===== src/rtl/wb_req_queue.sv =====
// wb_req_queue: in-order request FIFO issuing one request at a time to wishbone_master.
// Define WBQ_TIMEOUT_EN to abort an ISSUE that waits TIMEOUT cycles (rsp_err_o=1).
module wb_req_queue #(
    parameter int DEPTH   = 4,
    parameter int TIMEOUT = 255
) (
    input  logic        clk_i,
    input  logic        rst_i,
    input  logic        req_valid_i,
    output logic        req_ready_o,
    input  logic [31:0] req_addr_i,
    input  logic [31:0] req_data_i,
    input  logic [3:0]  req_we_i,
    output logic        rsp_valid_o,
    output logic [31:0] rsp_data_o,
    output logic        rsp_err_o,
    output logic        m_valid_o,
    output logic [31:0] m_addr_o,
    output logic [31:0] m_data_o,
    output logic [3:0]  m_we_o,
    input  logic [31:0] m_data_i,
    input  logic        m_valid_i
);

    localparam int AW = $clog2(DEPTH);
    localparam int CW = AW + 1;
    localparam logic [CW-1:0] FULL = CW'(DEPTH);

    if (DEPTH < 2 || (DEPTH & (DEPTH - 1)) != 0) begin : g_bad_depth
        $error("wb_req_queue: DEPTH must be a power of two >= 2");
    end
    if (TIMEOUT < 1) begin : g_bad_timeout
        $error("wb_req_queue: TIMEOUT must be >= 1");
    end

    typedef enum logic [1:0] {
        IDLE,
        ISSUE,
        GAP
    } state_t;

    typedef struct packed {
        logic [31:0] addr;
        logic [31:0] data;
        logic [3:0]  we;
    } entry_t;

    entry_t        mem [DEPTH];
    entry_t        head;
    logic [AW-1:0] wr_ptr;
    logic [AW-1:0] rd_ptr;
    logic [CW-1:0] count;
    state_t        state;
    state_t        state_nx;
    logic          push;
    logic          pop;
    logic          expire;

    // Ready comes from the registered count, so a full queue refuses even while popping.
    assign req_ready_o = (count < FULL);
    assign push        = req_valid_i & req_ready_o;

    assign head      = mem[rd_ptr];
    assign m_valid_o = (state == ISSUE);
    assign m_addr_o  = head.addr;
    assign m_data_o  = head.data;
    assign m_we_o    = head.we;

    always_comb begin
        state_nx = state;
        pop      = 1'b0;
        unique case (state)
            IDLE: begin
                if (count != '0) begin
                    state_nx = ISSUE;
                end
            end
            ISSUE: begin
                if (m_valid_i || expire) begin
                    pop      = 1'b1;
                    state_nx = GAP;
                end
            end
            GAP: begin
                state_nx = IDLE;
            end
            default: begin
                state_nx = IDLE;
            end
        endcase
    end

    always_ff @(posedge clk_i) begin
        if (rst_i) begin
            state <= IDLE;
        end else begin
            state <= state_nx;
        end
    end

    always_ff @(posedge clk_i) begin
        if (rst_i) begin
            for (int i = 0; i < DEPTH; i++) begin
                mem[i] <= '0;
            end
        end else if (push) begin
            mem[wr_ptr] <= '{addr: req_addr_i, data: req_data_i, we: req_we_i};
        end
    end

    always_ff @(posedge clk_i) begin
        if (rst_i) begin
            wr_ptr <= '0;
            rd_ptr <= '0;
            count  <= '0;
        end else begin
            if (push) begin
                wr_ptr <= wr_ptr + AW'(1);
            end
            if (pop) begin
                rd_ptr <= rd_ptr + AW'(1);
            end
            case ({push, pop})
                2'b10:   count <= count + CW'(1);
                2'b01:   count <= count - CW'(1);
                default: count <= count;
            endcase
        end
    end

`ifdef WBQ_TIMEOUT_EN
    localparam int TW = $clog2(TIMEOUT + 1);

    logic [TW-1:0] tmo_cnt;

    // Held at zero outside ISSUE, so every issue starts counting from zero.
    always_ff @(posedge clk_i) begin
        if (rst_i) begin
            tmo_cnt <= '0;
        end else if (state != ISSUE) begin
            tmo_cnt <= '0;
        end else begin
            tmo_cnt <= tmo_cnt + TW'(1);
        end
    end

    assign expire = (state == ISSUE) && !m_valid_i &&
                    (tmo_cnt == TW'(TIMEOUT - 1));

    always_ff @(posedge clk_i) begin
        if (rst_i) begin
            rsp_err_o <= 1'b0;
        end else if (pop) begin
            rsp_err_o <= expire;
        end
    end
`else
    assign expire    = 1'b0;
    assign rsp_err_o = 1'b0;
`endif

    always_ff @(posedge clk_i) begin
        if (rst_i) begin
            rsp_valid_o <= 1'b0;
            rsp_data_o  <= '0;
        end else begin
            rsp_valid_o <= pop;
            if (pop) begin
                rsp_data_o <= expire ? 32'h0 : m_data_i;
            end
        end
    end

endmodule

===== config.mk =====
export PLATFORM = sky130hd
export DESIGN_NAME = wb_req_queue
export DESIGN_NICKNAME = d
export VERILOG_FILES = /design/src/rtl/wb_req_queue.sv
export SDC_FILE = /design/constraint.sdc
export NUM_CORES = 1
export LEC_CHECK = 0
export BUFFER_PORTS_ARGS = -buffer_cell sky130_fd_sc_hd__buf_2
export CORE_MARGIN = 10
export CORE_UTILIZATION = 51
export DETAILED_ROUTE_END_ITERATION = 10
export GPL_ROUTABILITY_DRIVEN = 0
export PLACE_DENSITY = 0.82
export SYNTH_ARGS = -nofsm -noshare
export SYNTH_HDL_FRONTEND = slang
export SYNTH_SLANG_ARGS = --single-unit

===== constraint.sdc =====
create_clock -name clk_i -period 4.6 [get_ports clk_i]
set_clock_uncertainty 0.15 [all_clocks]
set_input_delay 0.92 -clock clk_i [delete_from_list [all_inputs] [get_ports clk_i]]
set_output_delay 0.92 -clock clk_i [all_outputs]
set_load 0.02 [all_outputs]

==> results.toml, run 1 <==
[drt]
wl_met1_um = 11630
vias = 7579
drc = 0
vias_per_cell = 5.364
ant_nets = 0
wl_per_cell_um = 20.74
topRoutingLayerUsed = "met5"
dr_wl_met3_um = 2611
drtIter0Drc = 477
drt-total-wl_um = 29300
dr.pass1.iters = 4
met2WireLength_um = 14440

[clocking]
cts_hold_buf = 0
cts_tree = "built"
post-cts-setup-buffers = 0
clockBufferDepth = 3
insertion_delay_ps = 500
ctsHtreeMaxLevel = 2
numCtsBuffers = 34
path_clk_slew_ps = 60
cts_sinks = 316
cts_resized = 0
clockRootBuffer = "clkbuf_16"

[layout]
fillers = 1932
drive_gt1_share_pct = 31.88
nNetsFinal = 1160
regArea_um2 = 9056
final_area_um2 = 15670
multi_input_area_um2 = 3973
area_growth_pct = 17.64

[synthesis]
netlist.area_leader.share_pct = 61.31
yosys_warnings = 0
syn_inst = 857
avgSynthCellArea_um2 = 15.55
yosys-top-cells-area = "edfxtp_1, and2_1, mux4_2"
seq_area_frac_synth_pct = 67.92
syn_area_um2 = 13320
ys_ff_latch = 316
synthesis.nets = 963
yosysTopAreaCell = "edfxtp_1"
ys_types = 33
synth_edf_count = 272
ys_async_sr_fraction_pct = 0
ys.flop_type = "edfxtp_1"

[setup_path]
cp.required_ps = 3530
worst-setup-path-type = "flip-flop to output port"
crit_fanout = 41
start_kind = "flip-flop"
max_stage_delay_ps = 740
cp_slowest_cell = "dfxtp_4"
endpoint_kind = "output port"
worst_r2r_path_depth = 3
crit_path_cell_trace = "buf_12 > mux4_2 > buf_2"
crit_arrival_ps = 2450

[place]
io_buffers = 206
dpl_cell_area_um2 = 14640
dpl.hpwl_um = 17960

[die]
die_y_um = 181.6
initial_utilization_pct = 51.42
dieArea_um2 = 32990
rows = 59
ios = 208
coreArea_um2 = 25910
die_w_um = 181.6

[timing]
maxSlewViolCount = 0
finalHoldViolCount = 0
setup_tns_ps = 0
setup_violations = 0
min_period_over_period_pct = 76.53
grt_setup_unrepaired = "no"
max_freq_mhz = 284.1
relSlewSlack_pct = 25.45
tightest_slew_ps = 1118
fin_crit_ps = 3520

[outcome]
status = "finished clean"

[pwr]
ir_worst_vdd_v = 0.0003135
power.share.combinational_pct = 17.4
power_switching_uw = 1946
p_leak_uw = 0.006047
p_clk_share_pct = 34.1
switching_share_pct = 26.32
p_per_area_nw_per_um2 = 471.8
p_int_uw = 5448
pwr-share-seq_pct = 48.5
finalPower_uw = 7394

[global_routing]
grt_first_pass_wirelength_um = 46600
antenna_found_initial = 4
grt_pass1_vias = 8377
track_usage_pct = 17.64
grt_max_degree = 69
grt_overflow_total = 0

[min_path]
whs_path_depth = 1
worstHoldPathType = "flip-flop to flip-flop"

[run]
drv_cap = 0
[placed cells by master, fill, tap and decap left out, types with 2 or more instances in the layout]
master	Yosys	final
clkinv_1	1	6
inv_1	6	6
nor2b_1	2	2
clkbuf_8	0	2
mux4_2	68	68
edfxtp_1	272	272
xor2_1	3	3
diode_2	0	2
buf_12	0	3
xnor2_1	2	2
dfxtp_4	0	2
buf_2	10	206
buf_4	5	10
nor2_1	9	9
nand3b_1	2	2
clkbuf_16	0	35
or3_1	2	2
a31o_4	0	2
a21oi_1	35	35
clkinv_2	0	4
nor4_4	2	2
clkbuf_1	30	9
dfxtp_1	44	42
o21ai_0	2	2
and2_1	272	272
nand2_1	64	64
[stage by stage]
stage               setup slack, ps  hold WS [ps]  util, %  instances
finish                         1080         292.6    60.49       1413
global route                  929.9         317.6    60.48       1412
CTS                            1004         290.9    60.47       1411
detailed placement             1538         282.8    56.52       1353
global placement               1577         274.6    56.52       1353
floorplan                      1181         263.3        -        857
[final timing paths]
kind / start / end / slack, ps
max: flip-flop / m_addr_o[19] / 1080
min: state[1] / state[0] / 290
max reg2reg: count[2] / mem[1][55] / 2130
min reg2reg: state[1] / state[0] / 290
[layer usage]
layer	up-vias	global-route usage, %
li1	3477	-
met1	3743	21.61
met2	304	29.56
met3	51	5.268
met4	4	5.304
met5	-	0
[critical path, delay by kind of cell (launching register included)]
family / cells / cell delay (ps)
muxes: 1 / 590
DFF: 1 / 740
buffers and inverters: 2 / 570
[cell usage after synthesis, types with 2 or more instances]
cell      count
and2_1      272
edfxtp_1    272
mux4_2       68
nand2_1      64
dfxtp_1      44
a21oi_1      35
clkbuf_1     30
buf_2        10
nor2_1        9
clkbuf_2      7
buf_6         6
inv_1         6
buf_4         5
xor2_1        3
a31o_2        2
nand3b_1      2
nor2b_1       2
nor4_4        2
o21ai_0       2
or3_1         2
xnor2_1       2
[flip-flops by register name, indices dropped and copies added (netlist names), named ones only]
name	cells
mem	272
rsp_data_o	32
count	3
rd_ptr	2
state	2
wr_ptr	2
rsp_valid_o	1
[power by group through the flow]
| stage | Clock [uW] | Sequential, uW | Combinational, uW |
|---|---|---|---|
| finish | 2520 | 3580 | 1290 |
| global route | 2680 | 3620 | 1390 |
| CTS | 2570 | 3590 | 1310 |
| detailed placement | 0 | 3650 | 1310 |
| global placement | 0 | 3630 | 1280 |
| floorplan | 0 | 3600 | 894 |
[final cells by class]
cell class | count | area share [%]
clock inverters | 12 | 0.5509
multi-input cells | 475 | 25.35
well taps | 335 | 2.674
diodes | 2 | 0.03193
clock buffers | 46 | 5.980
flip-flops and latches | 316 | 57.78
inverters | 8 | 0.1916
repair buffers | 219 | 7.441
[logic make-up (layout without fill, tap and decap cells)]
kind of cell	after synthesis	count (layout)	share of synthesized area [%]
AO/OA/AOI/OAI	41	41	1.644
XOR/XNOR	5	5	0.3288
adder cells (fa/ha/maj)	2	2	0.2442
buffers and inverters	66	285	2.498
flip-flops	316	316	67.92
multiplexers	68	68	11.50
other	1	3	0.02815
AND/OR/NAND/NOR	358	358	15.84
No activity file was read; power rests on OpenSTA's default activity.
==> run 2, diff against run 1 <==
CORE_UTILIZATION = 57   (was 51)
PLACE_DENSITY = 0.86   (was 0.82)
clock period = 3.35 ns   (was 4.6 ns; I/O delays follow)
==> results.toml, run 2 (synthesis gave the netlist of run 1 again) <==
[drt]
vias_per_cell = 5.497
drtIter0Drc = 585
wl_met1_um = 11550
drt-total-wl_um = 29300
dr_wl_met3_um = 2739
vias = 7690
drc = 0
ant_nets = 0
topRoutingLayerUsed = "met4"
wl_per_cell_um = 20.94
met2WireLength_um = 14490
dr.pass1.iters = 5

[global_routing]
antenna_found_initial = 3
track_usage_pct = 19.37
grt_max_degree = 69
grt_pass1_vias = 8339
grt_first_pass_wirelength_um = 46640
grt_overflow_total = 0

[die]
die_w_um = 172.9
ios = 208
initial_utilization_pct = 58.31
dieArea_um2 = 29890
rows = 55
coreArea_um2 = 22850
die_y_um = 172.9

[setup_path]
worst-setup-path-type = "flip-flop to output port"
crit_fanout = 32
cp.required_ps = 2530
start_kind = "flip-flop"
crit_arrival_ps = 2220
endpoint_kind = "output port"

[layout]
layout_common_cells = "and2_1, edfxtp_1, buf_2, mux4_2, nand2_1"
nNetsFinal = 1168
area_growth_pct = 17.78
regMostFlops = "mem"
fin_util_pct = 68.68
stdcell_count = 1399
drive_gt1_share_pct = 32.20
regArea_um2 = 9056
multi_input_area_um2 = 3973
largest_reg_flops = 272
fillers = 1531
reg.largest.list = "mem (272), rsp_data_o (32), count (3)"

[place]
io_buffers = 206
dpl.hpwl_um = 18350
dp.cells = 1342

[clocking]
numCtsBuffers = 31
path_clk_slew_ps = 60
cts_tree = "built"
clockBufferDepth = 3
post-cts-setup-buffers = 0
ctsHtreeMaxLevel = 1
insertion_delay_ps = 550
cts_resized = 0
clockRootBuffer = "clkbuf_16"
cts_hold_buf = 0
cts_sinks = 316

[timing]
setup_violations = 0
min_period_over_period_pct = 90.76
worst_hold_slack_ps = 200.2
fin_crit_ps = 3041
setup_tns_ps = 0
max_freq_mhz = 328.9
relSlewSlack_pct = 50.01
grt_setup_unrepaired = "no"
maxSlewViolCount = 0
tightest_slew_ps = 749.9
finalHoldViolCount = 0

[pwr]
finalPower_uw = 9896
p_leak_uw = 0.006074
ir_worst_vdd_v = 0.0004982
p_per_area_nw_per_um2 = 630.7

[outcome]
status = "finished clean"

[min_path]
worstHoldPathType = "input pin to flip-flop"

[run]
drv_cap = 0
run 2: critical path, stage by stage (launching register included):
cell and delay [ps]:
dfxtp_4 580, buf_12 320, mux4_2 550, buf_2 180
run 2: final cells by class:
cell class	instances	area share, %
Multi-Input combinational cell	475	25.32
Tap cell	313	2.496
Clock inverter	12	0.4146
Antenna cell	2	0.03190
Timing Repair Buffer	230	8.357
Sequential cell	316	57.71
Inverter	8	0.1914
Clock buffer	43	5.478
run 2: metrics by stage:
stage               cell area, um2  setup slack [ps]
finish                       15690             309.5
global route                 15690             160.6
CTS                          15690             241.4
detailed placement           14760             803.6
global placement             14760             827.6
floorplan                    13330             181.3
run 2: per-layer routing:
| layer | global-route usage (%) | up-vias |
|---|---|---|
| li1 | - | 3497 |
| met1 | 25.18 | 3829 |
| met2 | 31.92 | 329 |
| met3 | 5.358 | 35 |
| met4 | 4.384 | 0 |
| met5 | 0 | - |
run 2: path summary, 6_finish.rpt:
path | start | endpoint | slack [ps] | cells past startpoint
max | flip-flop | m_we_o[2] | 310 | 3
min | m_data_i[26] | rsp_data_o[26] | 200 | 3
max reg2reg | count[2] | count[2] | 980 | 8
min reg2reg | rsp_data_o[31] | rsp_data_o[31] | 300 | 2
run 2: power breakdown:
group	switching [uW]	total, uW	internal (uW)
logic	1090	1850	765
clock network	1380	3160	1780
registers	174	4890	4710
total	2630	9900	7260
